===== src/rtl/usr_seq.sv =====
// Universal shift register with a multi-cycle "shift by N" command sequencer.
// Optional circular shifting is compiled in with `define USR_SEQ_ROTATE_EN.
module usr_seq #(
    parameter int WIDTH = 8,
    parameter int AMT_W = 4
) (
    input  logic             clk,
    input  logic             clear_n,
    input  logic             en,
    input  logic [1:0]       mode,
    input  logic             ser_in_msb,
    input  logic             ser_in_lsb,
    input  logic [WIDTH-1:0] d,
    input  logic             start,
    input  logic [AMT_W-1:0] amount,
    input  logic             rotate,
    output logic [WIDTH-1:0] q,
    output logic             so_lsb,
    output logic             so_msb,
    output logic             busy,
    output logic             done
);

    typedef enum logic [1:0] {
        IDLE  = 2'd0,
        SHIFT = 2'd1,
        DONE  = 2'd2
    } state_t;

    state_t           state, state_next;
    logic [WIDTH-1:0] q_next;
    logic [AMT_W-1:0] remaining, rem_next;
    logic             dir_left, dir_next;
    logic             man_rot, cmd_rot;

`ifdef USR_SEQ_ROTATE_EN
    logic rot_lat, rot_next;
    assign man_rot = rotate;
    assign cmd_rot = rot_lat;
`else
    logic rotate_unused;
    assign rotate_unused = rotate;
    assign man_rot = 1'b0;
    assign cmd_rot = 1'b0;
`endif

    // One shift step; with rot set the bit falling off one end re-enters the other.
    function automatic logic [WIDTH-1:0] shift_once(
        input logic [WIDTH-1:0] v,
        input logic             left,
        input logic             rot,
        input logic             in_msb,
        input logic             in_lsb
    );
        if (left)
            return {v[WIDTH-2:0], (rot ? v[WIDTH-1] : in_lsb)};
        else
            return {(rot ? v[0] : in_msb), v[WIDTH-1:1]};
    endfunction

    always_comb begin
        state_next = state;
        q_next     = q;
        rem_next   = remaining;
        dir_next   = dir_left;
`ifdef USR_SEQ_ROTATE_EN
        rot_next   = rot_lat;
`endif
        case (state)
            IDLE: begin
                if (start && (mode == 2'b01 || mode == 2'b10)) begin
                    dir_next   = mode[1];
                    rem_next   = amount;
`ifdef USR_SEQ_ROTATE_EN
                    rot_next   = rotate;
`endif
                    state_next = (amount == '0) ? DONE : SHIFT;
                end else if (en) begin
                    case (mode)
                        2'b01:   q_next = shift_once(q, 1'b0, man_rot, ser_in_msb, ser_in_lsb);
                        2'b10:   q_next = shift_once(q, 1'b1, man_rot, ser_in_msb, ser_in_lsb);
                        2'b11:   q_next = d;
                        default: q_next = q;
                    endcase
                end
            end
            SHIFT: begin
                // Serial inputs are live here; only direction and rotate were latched.
                q_next   = shift_once(q, dir_left, cmd_rot, ser_in_msb, ser_in_lsb);
                rem_next = remaining - AMT_W'(1);
                if (remaining == AMT_W'(1))
                    state_next = DONE;
            end
            DONE: begin
                state_next = IDLE;
            end
            default: begin
                state_next = IDLE;
            end
        endcase
    end

    always_ff @(posedge clk) begin
        if (!clear_n) begin
            state     <= IDLE;
            q         <= '0;
            remaining <= '0;
            dir_left  <= 1'b0;
`ifdef USR_SEQ_ROTATE_EN
            rot_lat   <= 1'b0;
`endif
        end else begin
            state     <= state_next;
            q         <= q_next;
            remaining <= rem_next;
            dir_left  <= dir_next;
`ifdef USR_SEQ_ROTATE_EN
            rot_lat   <= rot_next;
`endif
        end
    end

    assign busy   = (state == SHIFT);
    assign done   = (state == DONE);
    assign so_lsb = q[0];
    assign so_msb = q[WIDTH-1];

endmodule


===== config.mk =====
export PLATFORM = sky130hd
export DESIGN_NAME = usr_seq
export DESIGN_NICKNAME = d
export VERILOG_FILES = /design/src/rtl/usr_seq.sv
export SDC_FILE = /design/constraint.sdc
export NUM_CORES = 1
export LEC_CHECK = 0
export CORE_MARGIN = 2
export CORE_UTILIZATION = 42
export DETAILED_ROUTE_END_ITERATION = 8
export PLACE_DENSITY = 0.81
export SLEW_MARGIN = 20
export SYNTH_ARGS = -nofsm -noshare
export SYNTH_HDL_FRONTEND = slang
export SYNTH_SLANG_ARGS = --single-unit

===== constraint.sdc =====
create_clock -name clk -period 1.5 [get_ports clk]
set_input_delay 0.3 -clock clk [delete_from_list [all_inputs] [get_ports clk]]
set_output_delay 0.3 -clock clk [all_outputs]
set_load 0.02 [all_outputs]

Yosys cells after proc, flatten, opt, wreduce, memory -nomap -nowiden --
Index checks and enable logic that the tools add are counted. W data, S select, Z words.
Storage, ports and cells: logic and storage cells 36, bits of input ports 21, bits in registers 15, output and inout port bits 12
Cells by class: mux-type cells 11, add/sub/neg operators 1, reductions and logical operators 9, eq/ne operators 11
Operators by type and width (number):
- $mux W8 | 3
- $pmux W8 S3 | 1
- $pmux W8 S2 | 1
- $pmux W4 S2 | 1
- $eq A2 B2 Y1 const B | 3
- $mux W2 | 3
- $ne A2 B2 Y1 const B | 3
- $reduce_and A2 Y1 | 3
- $eq A2 B1 Y1 const B | 2
- $eq A4 B1 Y1 const B | 1
- $logic_not A4 Y1 | 1
- $mux W4 | 1
- $ne A4 B3 Y1 const B | 1
- $pmux W2 S2 | 1
- $reduce_and A4 Y1 | 1
- $sub A4 B1 Y4 const B | 1
- $logic_not A2 Y1 | 1
- $ne A2 B1 Y1 const B | 1
- $reduce_bool A2 Y1 | 1
- $logic_and A1 B1 Y1 | 1
- $logic_or A1 B1 Y1 | 1

Logic depth before layout (Yosys ltp) --
depth in word-level cells 5, mapped depth 7, depth with buffers taken out 6

Worst setup path after synthesis --
No wires, ideal clock.
kind in2reg, start point input mode[0], end point register q[4], stages on the path 7, data required time 1434 ps, buffers on the path 1, path slack 0 ps, arrival time 1434 ps, library setup time 66 ps, path through inv_1 ha_1 nor2b_1 o41ai_4 buf_6 o21ai_2 a21oi_2
Between the ends: longest elaborated chain between the ends 5, elaborated cells on any way between the ends 12, classes of those cells 5 x eq/ne; 4 x mux; 3 x reduce/logical
RTL lines:
- start: declaration | line 10 | input logic [1:0] mode,
- $eq A2 B2 Y1, or another cell as far along | line 79 | case (mode)
- $pmux W8 S3 / $logic_or A1 B1 Y1 (equally long branches) | line 79, 71
- $mux W8 / $logic_and A1 B1 Y1 (equally long branches) | line 78, 71
- $mux W8 / $ne A2 B2 Y1 (equally long branches)
- $pmux W8 S2 / $reduce_and A4 Y1 (equally long branches)
- end signal: assignment | line 114 | q <= q_next;
- end: declaration | line 17 | output logic [WIDTH-1:0] q,
Several ways; a longest one is shown, not always the timed one. The select of a mux whose other input is x is not followed. A chain may end at the register's enable or synchronous reset.

Worst setup path in the final report --
start point input start, end point register q[5]
Between the ends: longest elaborated chain between the ends 3
RTL lines:
- start: declaration | line 14 | input logic start,
- $logic_and A1 B1 Y1 | line 71 | if (start && (mode == 2'b01 || mode == 2'b10)) begin
- $ne A2 B2 Y1 (no source line)
- $reduce_and A4 Y1 (no source line)
Every way passes these cells.

==> out/results.md <==
## STA
* 1 — final-report setup violation count
* 0 — Slew Viols, Final
* 1.52 ns — final critical path time including I/O delays and setup
* 657 MHz — highest clock rate
* 0.00680 ns — Clock Skew
* 0 — Fin. Hold Viols
* 0.445 ns — hold_ws
* 0.314 ns — Slew @ Worst Pin
* 0.791 — Slew headroom
* -0.0212 ns — least setup slack across all paths after layout
* 1.01 — share of the clock period used by the worst path after layout

## Power
* 838 nW/um2 — power density of the placed cells
* 0.775 mV — maximum VDD drop
* 0.000703 uW — static leakage

## Setup path
* 8 — largest fanout of any net on the critical path
* 1.73 ns — worst endpoint data arrival time
* input pin — CP startpoint kind
* input pin to flop — Crit Path Category
* flop — kind of end point of the critical path
* 1.71 ns — critical path data required time

## Yosys
* sky130_fd_sc_hd__dfxtp_1 — Primary FF master, synth
* 8.61 um2 — syn avg cell area
* 0.270 — sequential element share of the synthesized area
* 0 — number of synthesized flops with an enable pin
* 15 — FF+latch count, synth
* 39 — post-synthesis cell type count
* 129 — count of mapped cells out of synthesis
* 155 — number of nets in the synthesized netlist
* 1110 um2 — synthesized area
* 0 — count of synthesis-stage warnings from yosys
* 0 — share of flip-flops with an asynchronous set or reset after synthesis

## Global routing
* 5950 um — wire length of the first global-routing pass
* 0 — Overflow after GRT
* 1246 — vias in the first global route
* 20 — largest net degree at the start of global routing
* 0.236 — Overall Global Routing Usage
* 0 — number of antenna violations at the first check in global routing

## Floorplanning
* 55.4 um — die boundary height
* 0.444 — effective utilization at floorplan
* 18 — Std-Cell Rows
* 2500 um2 — core outline area
* 55.4 um — die outline width
* 33 — number of top-level design ports
* 3070 um2 — Die ar.

## CTS
* 0 — CTS Hold Bufs
* 0.09 ns — CTS clock-pin slew for the worst setup and hold paths
* 15 — number of clock sinks
* 3 — total clock buffers created by CTS
* sky130_fd_sc_hd__clkbuf_4 — CTS Root Cell
* 1 — H-tree depth
* 2 — CTS max path bufs
* 0.28 ns — insertion delay to the later sink of the worst-skew pair
* built — clock tree from TritonCTS

## Place
* 31 — input/output buffers
* 2350 um — DPL Wire Length
* -0.619 ns — Setup WS pre-CTS
* 0.937 — weighted congestion at the end of routability-driven global placement

## Drt
* 5.74 — number of vias per cell
* 35 — starting DRC count in detailed routing
* 1189 — DR vias
* 3250 um — sum of routed wire length over all layers
* 15.7 um — drt wl/cell
* 0 — count of antenna-violating nets left after detailed routing
* 0 — # DRC
* 4 — Detailed Routing Iterations Pass 1

## Outcome
* complete, but fails checks — outcome
* negative setup slack — violations in the final reports

## Min path
* input pin to flop — Hold/Removal Path Class

## Cells and area
* 0 — number of antenna diodes
* 49.5% — area grow syn2layout
* 204 — number of nets in the layout
* 0.249 — ratio of cells with drive above 1 in the final layout
* 195 — final-layout fill cell count

## Flow run
* 0 — max_cap viols

[sequential cells by signal, summed over array words and instances (netlist names)]
| register | count |
|---|---|
| state | 2 |
| remaining | 4 |
| dir_left | 1 |
| q | 8 |
[area by class of cell]
class                   count  area, um2  area share
multi-input cells          99        756       0.455
repair buffers             54        517       0.311
flip-flops and latches     15        302       0.181
well taps                  30       37.5      0.0226
clock buffers               4       26.3      0.0158
inverters                   5       23.8      0.0143
[synthesized netlist by cell type (2+ instances only)]
| cell type | count | area [um2] |
|---|---|---|
| sky130_fd_sc_hd__o21ai_0 | 14 | 70.1 |
| sky130_fd_sc_hd__nand2_1 | 6 | 22.5 |
| sky130_fd_sc_hd__a21oi_2 | 2 | 17.5 |
| sky130_fd_sc_hd__o22a_1 | 7 | 61.3 |
| sky130_fd_sc_hd__buf_4 | 2 | 15.0 |
| sky130_fd_sc_hd__o21ai_2 | 2 | 17.5 |
| sky130_fd_sc_hd__nor3b_1 | 2 | 15.0 |
| sky130_fd_sc_hd__inv_1 | 3 | 11.3 |
| sky130_fd_sc_hd__a22oi_1 | 9 | 67.6 |
| sky130_fd_sc_hd__nor3_1 | 2 | 10.0 |
| sky130_fd_sc_hd__nor2_1 | 4 | 15.0 |
| sky130_fd_sc_hd__buf_2 | 2 | 10.0 |
| sky130_fd_sc_hd__buf_6 | 3 | 33.8 |
| sky130_fd_sc_hd__dfxtp_1 | 15 | 300 |
| sky130_fd_sc_hd__mux2i_1 | 7 | 70.1 |
| sky130_fd_sc_hd__clkbuf_1 | 2 | 7.51 |
| sky130_fd_sc_hd__a21boi_1 | 3 | 22.5 |
| sky130_fd_sc_hd__nand2b_1 | 8 | 50.1 |
| sky130_fd_sc_hd__nor2b_1 | 3 | 18.8 |
| sky130_fd_sc_hd__ha_1 | 5 | 62.6 |
| sky130_fd_sc_hd__a21oi_1 | 10 | 50.1 |
[power breakdown]
part	internal [uW]	switching [uW]	total, uW
sequential	450	63.2	513
combinational	345	305	650
clock	103	126	230
[critical path, stage by stage]
cell and delay, ns:
sky130_fd_sc_hd__clkdlybuf4s50_1 0.43, sky130_fd_sc_hd__nor2b_4 0.15, sky130_fd_sc_hd__o41ai_4 0.34, sky130_fd_sc_hd__buf_4 0.18, sky130_fd_sc_hd__buf_12 0.11, sky130_fd_sc_hd__o21ai_1 0.06, sky130_fd_sc_hd__a21oi_1 0.15
[path summary, 6_finish.rpt]
kind | start | to | slack (ns) | cells after the start
max | start | q[5] | -0.02 | 7
min | mode[1] | dir_left | 0.45 | 4
max reg2reg | state[1] | q[5] | 0.03 | 6
min reg2reg | state[1] | state[1] | 0.47 | 1
[logic make-up after synthesis]
group                    Yosys count  synth area share
AO/OA/AOI/OAI                     54             0.345
multiplexers                       8            0.0732
adder cells (fa/ha/maj)            5            0.0563
AND/OR/NAND/NOR                   32             0.173
flip-flops                        15             0.270
buffers and inverters             15            0.0822
[timing repair]
item	4_1_cts	5_1_grt
setup endpoints to repair	27	12
gates cloned	1	0
gates resized for setup	21	11
setup buffers	2	0
pin swaps	1	2
[metal layers]
layer,vias to the layer above,share of wire,wire length (um),track usage
li1,573,-,-,-
met1,574,0.45,1450,0.326
met2,40,0.50,1640,0.386
met3,2,0.046,149,0.0375
met4,0,0.0040,13,0.0557
met5,-,0,0,0
[layout by cell type (no fill, tap or decap), types with 3 or more instances in the layout]
master	count
sky130_fd_sc_hd__clkdlybuf4s50_1	17
sky130_fd_sc_hd__o22a_1	7
sky130_fd_sc_hd__ha_1	3
sky130_fd_sc_hd__nand2b_1	8
sky130_fd_sc_hd__a21boi_1	3
sky130_fd_sc_hd__nand2_1	6
sky130_fd_sc_hd__mux2i_1	7
sky130_fd_sc_hd__dlygate4sd2_1	10
sky130_fd_sc_hd__o21ai_1	3
sky130_fd_sc_hd__a21oi_1	10
sky130_fd_sc_hd__dfxtp_1	14
sky130_fd_sc_hd__clkbuf_4	3
sky130_fd_sc_hd__o21ai_0	12
sky130_fd_sc_hd__a22oi_1	9
sky130_fd_sc_hd__nor2_1	4
sky130_fd_sc_hd__buf_4	20
[metrics by stage]
step / TNS (ns) / instance area, um2 / power, uW / std cells / util
finish: -0.0212 / 1660 / 1390 / 207 / 0.665
global route: -0.0969 / 1660 / 1480 / 207 / 0.665
floorplan: 0 / 1130 / 877 / 129 / -
global placement: -7.44 / 1580 / 1110 / 200 / 0.634
CTS: -0.00250 / 1650 / 1390 / 207 / 0.662
detailed placement: -8.36 / 1580 / 1130 / 200 / 0.634
No activity file was read; power rests on OpenSTA's default activity.
